--- config.mk ---
export PLATFORM = sky130hd
export DESIGN_NAME = uart_rx
export DESIGN_NICKNAME = d
export VERILOG_FILES = /design/src/rtl/uart_pkg.sv /design/src/rtl/uart_baud_tick.sv /design/src/rtl/uart_rx.sv
export SDC_FILE = /design/constraint.sdc
export NUM_CORES = 1
export LEC_CHECK = 0
export ABC_AREA = 1
export CAP_MARGIN = 20
export CORE_ASPECT_RATIO = 0.8
export CORE_UTILIZATION = 56
export CTS_BUF_LIST = sky130_fd_sc_hd__clkbuf_4 sky130_fd_sc_hd__clkbuf_8 sky130_fd_sc_hd__clkbuf_16
export DETAILED_ROUTE_END_ITERATION = 10
export GPL_TIMING_DRIVEN = 0
export PLACE_DENSITY = 0.88
export RECOVER_POWER = 25
export SKIP_CTS_REPAIR_TIMING = 1
export SLEW_MARGIN = 10
export SYNTH_ARGS = -nofsm -noshare
export SYNTH_HDL_FRONTEND = slang
export SYNTH_SLANG_ARGS = --single-unit
--- constraint.sdc ---
create_clock -name clk -period 1.9 [get_ports clk]
set_clock_uncertainty 0.2 [all_clocks]
set_input_delay 0.38 -clock clk [delete_from_list [all_inputs] [get_ports clk]]
set_output_delay 0.38 -clock clk [all_outputs]
set_load 0.005 [all_outputs]
--- src/rtl/uart_pkg.sv ---
// Shared UART definitions: receiver state encoding, frame width and
// the baud divider calculation used by both the rx and tx sides.
package uart_pkg;

  typedef enum logic [2:0] {
    IDLE,
    START,
    DATA,
    STOP,
    BREAK
  } uart_rx_state_t;

  localparam int DATA_BITS = 8;

  // clk cycles per oversample tick, rounded down
  function automatic int uart_div(
    input int clk_freq,
    input int baud,
    input int oversample
  );
    return clk_freq / (baud * oversample);
  endfunction

endpackage

--- src/rtl/uart_baud_tick.sv ---
// Free-running oversample tick: one-cycle pulse every DIV clk cycles.
// Ports: clk, reset (async active-low), tick (out).
module uart_baud_tick #(
  parameter int DIV = 26
) (
  input  logic clk,
  input  logic reset,
  output logic tick
);

  localparam int W = (DIV > 1) ? $clog2(DIV) : 1;
  localparam logic [W-1:0] LAST = W'(DIV - 1);

  logic [W-1:0] cnt;

  always_ff @(posedge clk or negedge reset) begin
    if (!reset) begin
      cnt <= '0;
    end else if (cnt == LAST) begin
      cnt <= '0;
    end else begin
      cnt <= cnt + 1'b1;
    end
  end

  assign tick = (cnt == LAST);

endmodule

--- src/rtl/uart_rx.sv ---
// 8N1 UART receiver, 16x oversampled, with a one-entry valid/ready buffer.
// Ports: clk, reset (async active-low), rx, rx_data/rx_valid/rx_ready,
// busy, frame_err and overrun (one-cycle pulses).
module uart_rx
  import uart_pkg::*;
#(
  parameter int CLK_FREQ   = 48_000_000,
  parameter int BAUD       = 115_200,
  parameter int OVERSAMPLE = 16
) (
  input  logic       clk,
  input  logic       reset,
  input  logic       rx,
  output logic [7:0] rx_data,
  output logic       rx_valid,
  input  logic       rx_ready,
  output logic       busy,
  output logic       frame_err,
  output logic       overrun
);

  localparam int DIV = uart_div(CLK_FREQ, BAUD, OVERSAMPLE);
  localparam int SCW = $clog2(OVERSAMPLE);
  localparam logic [SCW-1:0] SC_MID = SCW'(OVERSAMPLE / 2 - 1);
  localparam logic [SCW-1:0] SC_END = SCW'(OVERSAMPLE - 1);
  localparam logic [2:0] BI_LAST = 3'(DATA_BITS - 1);

  if (DIV < 1) begin : g_div_chk
    $error("uart_rx: DIV must be >= 1");
  end
  if (OVERSAMPLE < 4 || (OVERSAMPLE % 2) != 0) begin : g_os_chk
    $error("uart_rx: OVERSAMPLE must be even and >= 4");
  end

  logic tick;

  uart_baud_tick #(
    .DIV(DIV)
  ) u_tick (
    .clk  (clk),
    .reset(reset),
    .tick (tick)
  );

  logic [1:0] sff;
  logic       rxs;

  always_ff @(posedge clk or negedge reset) begin
    if (!reset) begin
      sff <= 2'b11;
    end else begin
      sff <= {sff[0], rx};
    end
  end

  assign rxs = sff[1];

  uart_rx_state_t state, state_n;
  logic [SCW-1:0] sc, sc_n;
  logic [2:0]     bi, bi_n;
  logic [7:0]     sh, sh_n;
  logic           done;
  logic           bad;

  always_ff @(posedge clk or negedge reset) begin
    if (!reset) begin
      state <= IDLE;
      sc    <= '0;
      bi    <= '0;
      sh    <= '0;
    end else begin
      state <= state_n;
      sc    <= sc_n;
      bi    <= bi_n;
      sh    <= sh_n;
    end
  end

  always_comb begin
    state_n = state;
    sc_n    = sc;
    bi_n    = bi;
    sh_n    = sh;
    done    = 1'b0;
    bad     = 1'b0;
    unique case (state)
      IDLE: begin
        if (!rxs) begin
          state_n = START;
          sc_n    = '0;
        end
      end
      START: begin
        if (tick) begin
          if (sc == SC_MID) begin
            sc_n    = '0;
            bi_n    = '0;
            state_n = rxs ? IDLE : DATA;
          end else begin
            sc_n = sc + 1'b1;
          end
        end
      end
      DATA: begin
        if (tick) begin
          if (sc == SC_END) begin
            sc_n = '0;
            sh_n = {rxs, sh[7:1]};
            bi_n = bi + 1'b1;
            if (bi == BI_LAST) begin
              state_n = STOP;
            end
          end else begin
            sc_n = sc + 1'b1;
          end
        end
      end
      STOP: begin
        if (tick) begin
          if (sc == SC_END) begin
            sc_n = '0;
            // leave straight to IDLE so a back-to-back start edge is seen
            if (rxs) begin
              done    = 1'b1;
              state_n = IDLE;
            end else begin
              bad     = 1'b1;
              state_n = BREAK;
            end
          end else begin
            sc_n = sc + 1'b1;
          end
        end
      end
      BREAK: begin
        if (rxs) begin
          state_n = IDLE;
        end
      end
      default: state_n = IDLE;
    endcase
  end

  assign busy = (state != IDLE);

  always_ff @(posedge clk or negedge reset) begin
    if (!reset) begin
      rx_data   <= 8'h00;
      rx_valid  <= 1'b0;
      frame_err <= 1'b0;
      overrun   <= 1'b0;
    end else begin
      frame_err <= bad;
      overrun   <= done && rx_valid && !rx_ready;
      // a draining buffer can take the new byte in the same cycle
      if (done && (!rx_valid || rx_ready)) begin
        rx_data  <= sh;
        rx_valid <= 1'b1;
      end else if (rx_valid && rx_ready) begin
        rx_valid <= 1'b0;
      end
    end
  end

endmodule

==> summary.md, run 1 <==
| Metric | Value |
|---|---|
| Status | finished, violations left |
| Failing checks | hold timing |
| Critical Path Fanout Max | 4 |
| Final core utilization | 74.1% |
| Relative slew slack | 45.0% |
| WL/cell | 12.0 um |
| Min-delay worst type | input port to asynchronous set/reset pin |
| Critical Path RT | 1.92 ns |
| Num CTS Buffers | 5 |
| Crit path launch type | register |
| Hold slack | -0.0204 ns |
| Slew Limit Fails | 0 |
| Total GRT Usage | 19.7% |
| Met1 Use GR | between 20% and 30% |
| Total Routed Length | between 3 and 4 mm |
| Die Height | 51.6 um |
| Global routing usage on met2 | a little over 30% |
| Slew @ Worst Pin | 0.825 ns |
| Antenna fix cells | 0 |
| Global-route wire length before repair | 4.90 mm |
| Post-synthesis compound-gate area fraction | 7.61% |
| CTS root buf | clkbuf_8 |
| Final #Nets | 236 |
| Pin count of the biggest net entering global routing | 37 |
| Initial Utilization | between 60% and 70% |
| Placed insts | 249 |
| H-tree levels | 2 |
| Total power | 1.46 mW |
| Critical R2R Launch | state[2] |
| Die width | 64.1 um |
| Share of cells above drive strength 1 | 21.1% |
| Layout area overhead | 22.5% |
| RSZ-0062 raised after global routing | false |
| Via-to-Cell Ratio | 5.03 |
| Vias in the first global route | 1,157 |
| First-pass DRT Iterations | 4 |
| VDD IR max | about 540 uV |
| Synth warn | 0 |
| Synth Area in XOR/XNOR | between 1.5 and 2% |
| Met3 GRT Util | a little under 6% |
| Avg Inst Size Synth | 8.80 sq um |
| Pwr dens | between 600 and 700 mW/mm^2 |
| IO Port Bufs | 15 |
| DRT iter0 DRCs | 130 |
| Initial antenna violation count | 0 |
| DP Worst Slack | -0.0983 ns |
| Fmax | 0.560 GHz |
| Crit Path Category | register to register |
| Grt peak-use layer | met2 |
| Clk_lat worst skew | 0.28 ns |
| Mapped Area | roughly 0.0017 sq mm |
| Site Rows | 17 |
| Leak pwr | 1.13 nW |
| Final GP Congestion | ~0.82 |
| Final antenna-violating net count | 0 |
| Post-Layout Cell Count | 266 |
| Residual DRC | 0 |
| FF/Latch Area | around 910 sq um |
| Post-synthesis adder-cell area fraction | 3.63% |
| Largest family of logic cells by synthesized area | simple AND/OR/NAND/NOR gates |
| Layout fillers | 200 |
| Crit end category | register |
| Setup-failing EPs final | 0 |
| Grt ovf | 0 |
| Clock tree buffer depth | 2 |
| Register area share after synthesis | a little over half |
| Core Region | 0.00285 sq mm |
| Synth Area in Simple Gates | 29.2% |
| I/O pin total | 16 |
| Yosys reg bits | 36 |
| Worst Path Arrival | 1.80 ns |
| Cells after synthesis | 196 |
| Syn Nets | 205 |
| PnR worst setup slack | 0.113 ns |
| Synth unique cells | 26 |
| Area of the multi-input gates | 731 sq um |
| Period utilization | 94.0% |
| Via count | 1,339 |
| Clock slew seen by the registers of the worst setup and hold paths | 0.07 ns |
| # Max-Cap Violations | 0 |
| CTS Sinks | 36 |
| Worst setup startpoint | state[2] |
| HPWL after detailed placement | 2.07 mm |
| Final hold vios | 34 |
| CTS tree | yes |
| Die area | between 0.003 and 0.004 sq mm |
| Mux cell area share after synthesis | 0% |
| Period minus WS final | approximately 1.8 ns |
| FF-to-FF setup slack | 0.11 ns |
-- Yosys cell counts --
| library cell | instances | area, sq um |
|---|---|---|
| nand2_4 | 3 | 33.8 |
| a21oi_1 | 1 | 5.00 |
| o21ai_0 | 8 | 40.0 |
| nor2_4 | 3 | 33.8 |
| dfrtp_1 | 34 | 851 |
| dfstp_2 | 2 | 52.6 |
| nand3_2 | 1 | 10.0 |
| nor2_1 | 11 | 41.3 |
| nor3_1 | 1 | 5.00 |
| nand2_1 | 64 | 240 |
| buf_4 | 1 | 7.51 |
| nor2_2 | 5 | 31.3 |
| nand3_1 | 9 | 45.0 |
| nand2_2 | 3 | 18.8 |
| or2_0 | 1 | 6.26 |
| xor2_1 | 2 | 17.5 |
| xnor2_1 | 1 | 8.76 |
| nand3_4 | 1 | 17.5 |
| nor2_8 | 1 | 20.0 |
| inv_1 | 16 | 60.1 |
| inv_2 | 4 | 15.0 |
| clkinv_2 | 1 | 5.00 |
| ha_1 | 5 | 62.6 |
| buf_6 | 1 | 11.3 |
| o21ai_1 | 16 | 80.1 |
| a31oi_1 | 1 | 6.26 |
-- layer usage --
layer  up-vias  routed length, um
met4         0                 21
met1       618               1510
met2        42               1480
li1        677                  -
met3         2                181
met5         -                  0
-- final cells by class --
type	instances	share of cell area, %
sequential	36	42.9
multi-input combinational	137	34.6
timing repair buffer	24	10.2
inverter	21	3.91
clock buffer	5	3.26
tap	38	2.25
clock inverter	3	2.01
buffer	2	0.888
-- final timing paths --
check                           endpoint  cells past startpoint
setup reg to reg                state[0]                     10
min in group clk                  sff[1]                      0
max in group asynchronous       state[1]                      1
hold reg to reg                   sff[1]                      0
hold / removal             u_tick.cnt[4]                      1
setup / recovery                state[0]                     10
-- logic make-up after synthesis --
group | count (synthesis)
adders and majority gates | 5
xor gates and xnor gates | 3
DFF | 36
and+or+nand+nor | 103
AOI/OAI and AO/OA | 26
buffers and inverters | 23
-- cells in the final DEF (no fill, tap or decap), types with 2 or more instances in the layout --
master / n
ha_1: 5
o21ai_0: 8
buf_4: 10
dfrtp_1: 31
dfstp_2: 2
nand3_1: 9
clkdlybuf4s50_1: 12
dfrtp_2: 3
clkbuf_8: 5
clkinv_2: 2
nand2_4: 3
nor2_4: 4
nand2_1: 64
inv_2: 3
o21ai_1: 16
xor2_1: 2
inv_1: 16
nor2_1: 10
nor2_2: 5
nand2_2: 3
-- metrics by stage --
step / hold WS, ns / setup TNS, ns / cell area, sq um
detailed placement: 0.149 / -0.705 / 1920
CTS: -0.00954 / -0.198 / 2030
global placement: 0.147 / -16.63 / 1920
global route: 0.0659 / 0 / 2110
finish: -0.0204 / 0 / 2110
floorplan: -0.116 / 0 / 1730
-- critical path, cell delays in order (launching register included) --
cell and delay [ns]:
dfrtp_2 0.44, buf_4 0.15, buf_4 0.13, buf_4 0.13, nor2_2 0.20, nand2_1 0.08
nand2_1 0.11, nor2_2 0.07, nand2_1 0.09, nand2_1 0.06, nand2_1 0.06
-- state kept, by name, indices dropped and copies added (netlist names) --
signal,count
sh,8
rx_data,8
u_tick.cnt,5
sff,2
bi,3
rx_valid,1
frame_err,1
state,3
overrun,1
sc,4
-- where the power goes --
part | total [mW] | internal [mW] | switching (mW)
sequential | 0.770 | 0.770 | 0.000506
clock | 0.662 | 0.388 | 0.274
combinational | 0.0233 | 0.00572 | 0.0176
total | 1.46 | 1.16 | 0.293
Note: power is estimated with default switching activity, not from simulation.
==> inputs of run 2 (changes only) <==
--- a/config.mk
+++ b/config.mk
@@ -5,14 +5,13 @@
 export SDC_FILE = /design/constraint.sdc
 export NUM_CORES = 1
 export LEC_CHECK = 0
-export ABC_AREA = 1
-export CAP_MARGIN = 20
+export ABC_CLOCK_PERIOD_IN_PS = 1900
 export CORE_ASPECT_RATIO = 0.8
-export CORE_UTILIZATION = 56
+export CORE_UTILIZATION = 55
 export CTS_BUF_LIST = sky130_fd_sc_hd__clkbuf_4 sky130_fd_sc_hd__clkbuf_8 sky130_fd_sc_hd__clkbuf_16
 export DETAILED_ROUTE_END_ITERATION = 10
 export GPL_TIMING_DRIVEN = 0
-export PLACE_DENSITY = 0.88
+export PLACE_DENSITY = 0.87
 export RECOVER_POWER = 25
 export SKIP_CTS_REPAIR_TIMING = 1
 export SLEW_MARGIN = 10
==> summary.md, run 2 <==
| Metric | Value |
|---|---|
| First-pass DRT Iterations | 4 (unchanged) |
| Layout area overhead | 31.4% |
| Synth Area in XOR/XNOR | 1.62% (+0.098 points) |
| Mapped Area | 0.00162 sq mm (-6.0%) |
| Final #Nets | 172 (-27%) |
| CTS tree | yes |
| Synth top area cells | dfrtp_1 (52%), mux2_2 (12%), ha_1 (3.9%), dfstp_2 (3.2%), nor2_1 (2.8%) |
| Fmax | 0.446 GHz (-20%) |
| Synth area leader | dfrtp_1 |
| Grt ovf | 0 (unchanged) |
| PnR worst setup slack | -0.340 ns (-0.453 ns) |
| Core Region | 0.00279 sq mm (-2.2%) |
| Site Rows | 17 (unchanged) |
| Die Height | 50.6 um (-2.1%) |
| VDD IR max | 590 uV (+8.8%) |
| Mux cell area share after synthesis | 12.4% (+12 points) |
| Vias in the first global route | 1,051 (-9.2%) |
| Initial antenna violation count | 0 (unchanged) |
| Most instantiated cells after synthesis | dfrtp_1 (34), mux2_2 (17), nor2_1 (12), nand2_1 (6), ha_1 (5) |
| I/O pin total | 16 (unchanged) |
| Synth warn | 0 (unchanged) |
| Num CTS Buffers | 5 (unchanged) |
| Layout fillers | 156 (-22%) |
| Slew @ Worst Pin | 0.883 ns (+0.0573 ns) |
| RR Endpoint | sh[7] |
| Post-synth ARST share | 100% (unchanged) |
| Global-route wire length before repair | 4.93 mm (+0.69%) |
| Yosys reg bits | 36 (unchanged) |
| IO Port Bufs | 15 (unchanged) |
| Post-synthesis adder-cell area fraction | 3.86% (+0.23 points) |
| Residual DRC | 0 (unchanged) |
| Clock slew seen by the registers of the worst setup and hold paths | 0.07 ns (about the same) |
| Final hold vios | 0 (-100%) |
| Clock tree buffer depth | 2 (unchanged) |
| DRT iter0 DRCs | 77 (-41%) |
| Most frequent cells in the layout | dfrtp_1 (32), nor2_1 (12), clkdlybuf4s50_1 (12) |
| Final GP Congestion | 0.810 (-1.3%) |
| Most frequent cell after synthesis | dfrtp_1 |
| Critical Path Fanout Max | 5 (+1) |
| Syn Nets | 138 (-33%) |
| Period utilization | 118% (+24 points) |
| Status | finished, violations left |
| Die width | 62.7 um (-2.1%) |
| Leak pwr | 1.01 nW (-10%) |
| Worst Path Arrival | 2.20 ns (+0.40 ns) |
| Min-delay worst type | input port to asynchronous set/reset pin |
| RSZ-0062 raised after global routing | true |
| Total Routed Length | 3.43 mm (+7.6%) |
| Via count | 1,175 (-12%) |
| Clk_lat worst skew | 0.28 ns (about the same) |
| Pwr dens | 712 mW/mm^2 (+3.3%) |
| Critical Path RT | 1.86 ns (-0.06 ns) |
| Synth Area in Simple Gates | 14.4% (-15 points) |
| Failing checks | setup timing |
| Hold slack | 0.00691 ns (+0.0273 ns) |
| Reg2reg path depth | 8 (-2) |
| Crit Path Category | register to register |
| EDFF count, synth | 0 (unchanged) |
| H-tree levels | 2 (unchanged) |
| WL/cell | 17.0 um (+42%) |
| Die area | 0.00317 sq mm (-4.2%) |
| Share of cells above drive strength 1 | 36.0% (+15 points) |
| Slew Limit Fails | 0 (unchanged) |
| Share of the synthesized area in the top cell type | 52.5% (+3.2 points) |
| Critical R2R Launch | u_tick.cnt[1] |
| CTS root buf | clkbuf_8 |
| Avg Inst Size Synth | 12.6 sq um (+43%) |
| Relative slew slack | 41.2% (-3.8 points) |
| Post-synthesis compound-gate area fraction | 9.18% (+1.6 points) |
| # Max-Cap Violations | 0 (unchanged) |
| Cells after synthesis | 129 (-34%) |
| Total GRT Usage | 21.0% (+1.3 points) |
| FF-to-FF setup slack | -0.34 ns (-0.45 ns) |
| Period minus WS final | 2.24 ns (+0.453 ns) |
| HPWL after detailed placement | 2.00 mm (-3.2%) |
| CTS Sinks | 36 (unchanged) |
| Final core utilization | 76.5% (+2.3 points) |
| Crit path launch type | register |
| Largest regs | rx_data (8), sh (8), u_tick.cnt (5) |
| Via-to-Cell Ratio | 5.82 (+16%) |
| Most common flop cell mapped by yosys | dfrtp_1 |
| Commonest non-fill, non-tap cell in the layout | dfrtp_1 |
| Antenna fix cells | 0 (unchanged) |
| Setup-failing EPs final | 24 (+24) |
| Initial Utilization | 58.2% (-2.3 points) |
| Final antenna-violating net count | 0 (unchanged) |
| Synth unique cells | 42 (+62%) |
| Pin count of the biggest net entering global routing | 37 (unchanged) |
| Register area share after synthesis | 55.7% (+3.4 points) |
| Largest family of logic cells by synthesized area | simple AND/OR/NAND/NOR gates |
| Crit end category | register |
run 2: layout make-up:
cell class	count	area, sq um	share of cell area [%]
multi-input cells	85	754	35.4
clock inverters	1	30.0	1.41
flip-flops and latches	36	906	42.5
clock buffers	7	96.3	4.52
inverters	2	7.51	0.352
plain buffers	6	47.5	2.23
repair buffers	27	241	11.3
well taps	38	47.5	2.23
run 2: where the power goes:
group	switching (mW)	leakage (nW)	internal, mW
clock network	0.257	0.0645	0.463
logic	0.0195	0.478	0.00598
registers	0.000495	0.465	0.770
total	0.277	1.01	1.24
run 2: how the worst max path moves through the flow:
stage	end	startpoint	slack, ns	depth (start not counted)
detailed placement	sh[5]	u_tick.cnt[1]	-0.44	8
global placement	rx_data[0]	reset	-0.45	1
finish	sh[7]	u_tick.cnt[1]	-0.34	8
global route	sh[7]	u_tick.cnt[1]	-0.41	8
floorplan	sh[0]	u_tick.cnt[1]	-0.24	8
CTS	busy	state[2]	-0.51	3
run 2: cell families (layout without fill, tap and decap cells):
kind of cell,Yosys count,after routing
adder cells (fa/ha/maj),5,5
AND/OR/NAND/NOR,39,39
XOR/XNOR,3,3
buffers and inverters,8,43
AO/OA/AOI/OAI,20,20
flip-flops,36,36
multiplexers,18,18
run 2: stage by stage:
stage	std cells	worst slack [ns]	cell area [sq um]	power, mW	TNS (ns)
finish	202	-0.340	2130	1.52	-5.96
global route	202	-0.405	2130	1.57	-7.62
CTS	190	-0.513	1940	1.52	-8.18
detailed placement	182	-0.436	1810	0.810	-7.11
global placement	182	-0.446	1820	0.811	-20.81
floorplan	129	-0.239	1620	0.790	-2.73
run 2: worst max-delay path, stage by stage, from the launching register on:
cell,delay (ns)
dfrtp_1,0.41
inv_2,0.08
ha_4,0.13
and4b_1,0.21
buf_6,0.12
and4_4,0.20
nor3b_4,0.28
buf_6,0.18
mux2_4,0.30
run 2: metal layers:
layer	global-route usage, %	routed length [um]	share of wire [%]	vias up
met4	5.43	65	1.9	0
met5	0	0	0	-
met2	34.8	1830	53	27
met3	8.18	109	3.2	8
li1	-	-	-	534
met1	25.7	1420	42	606
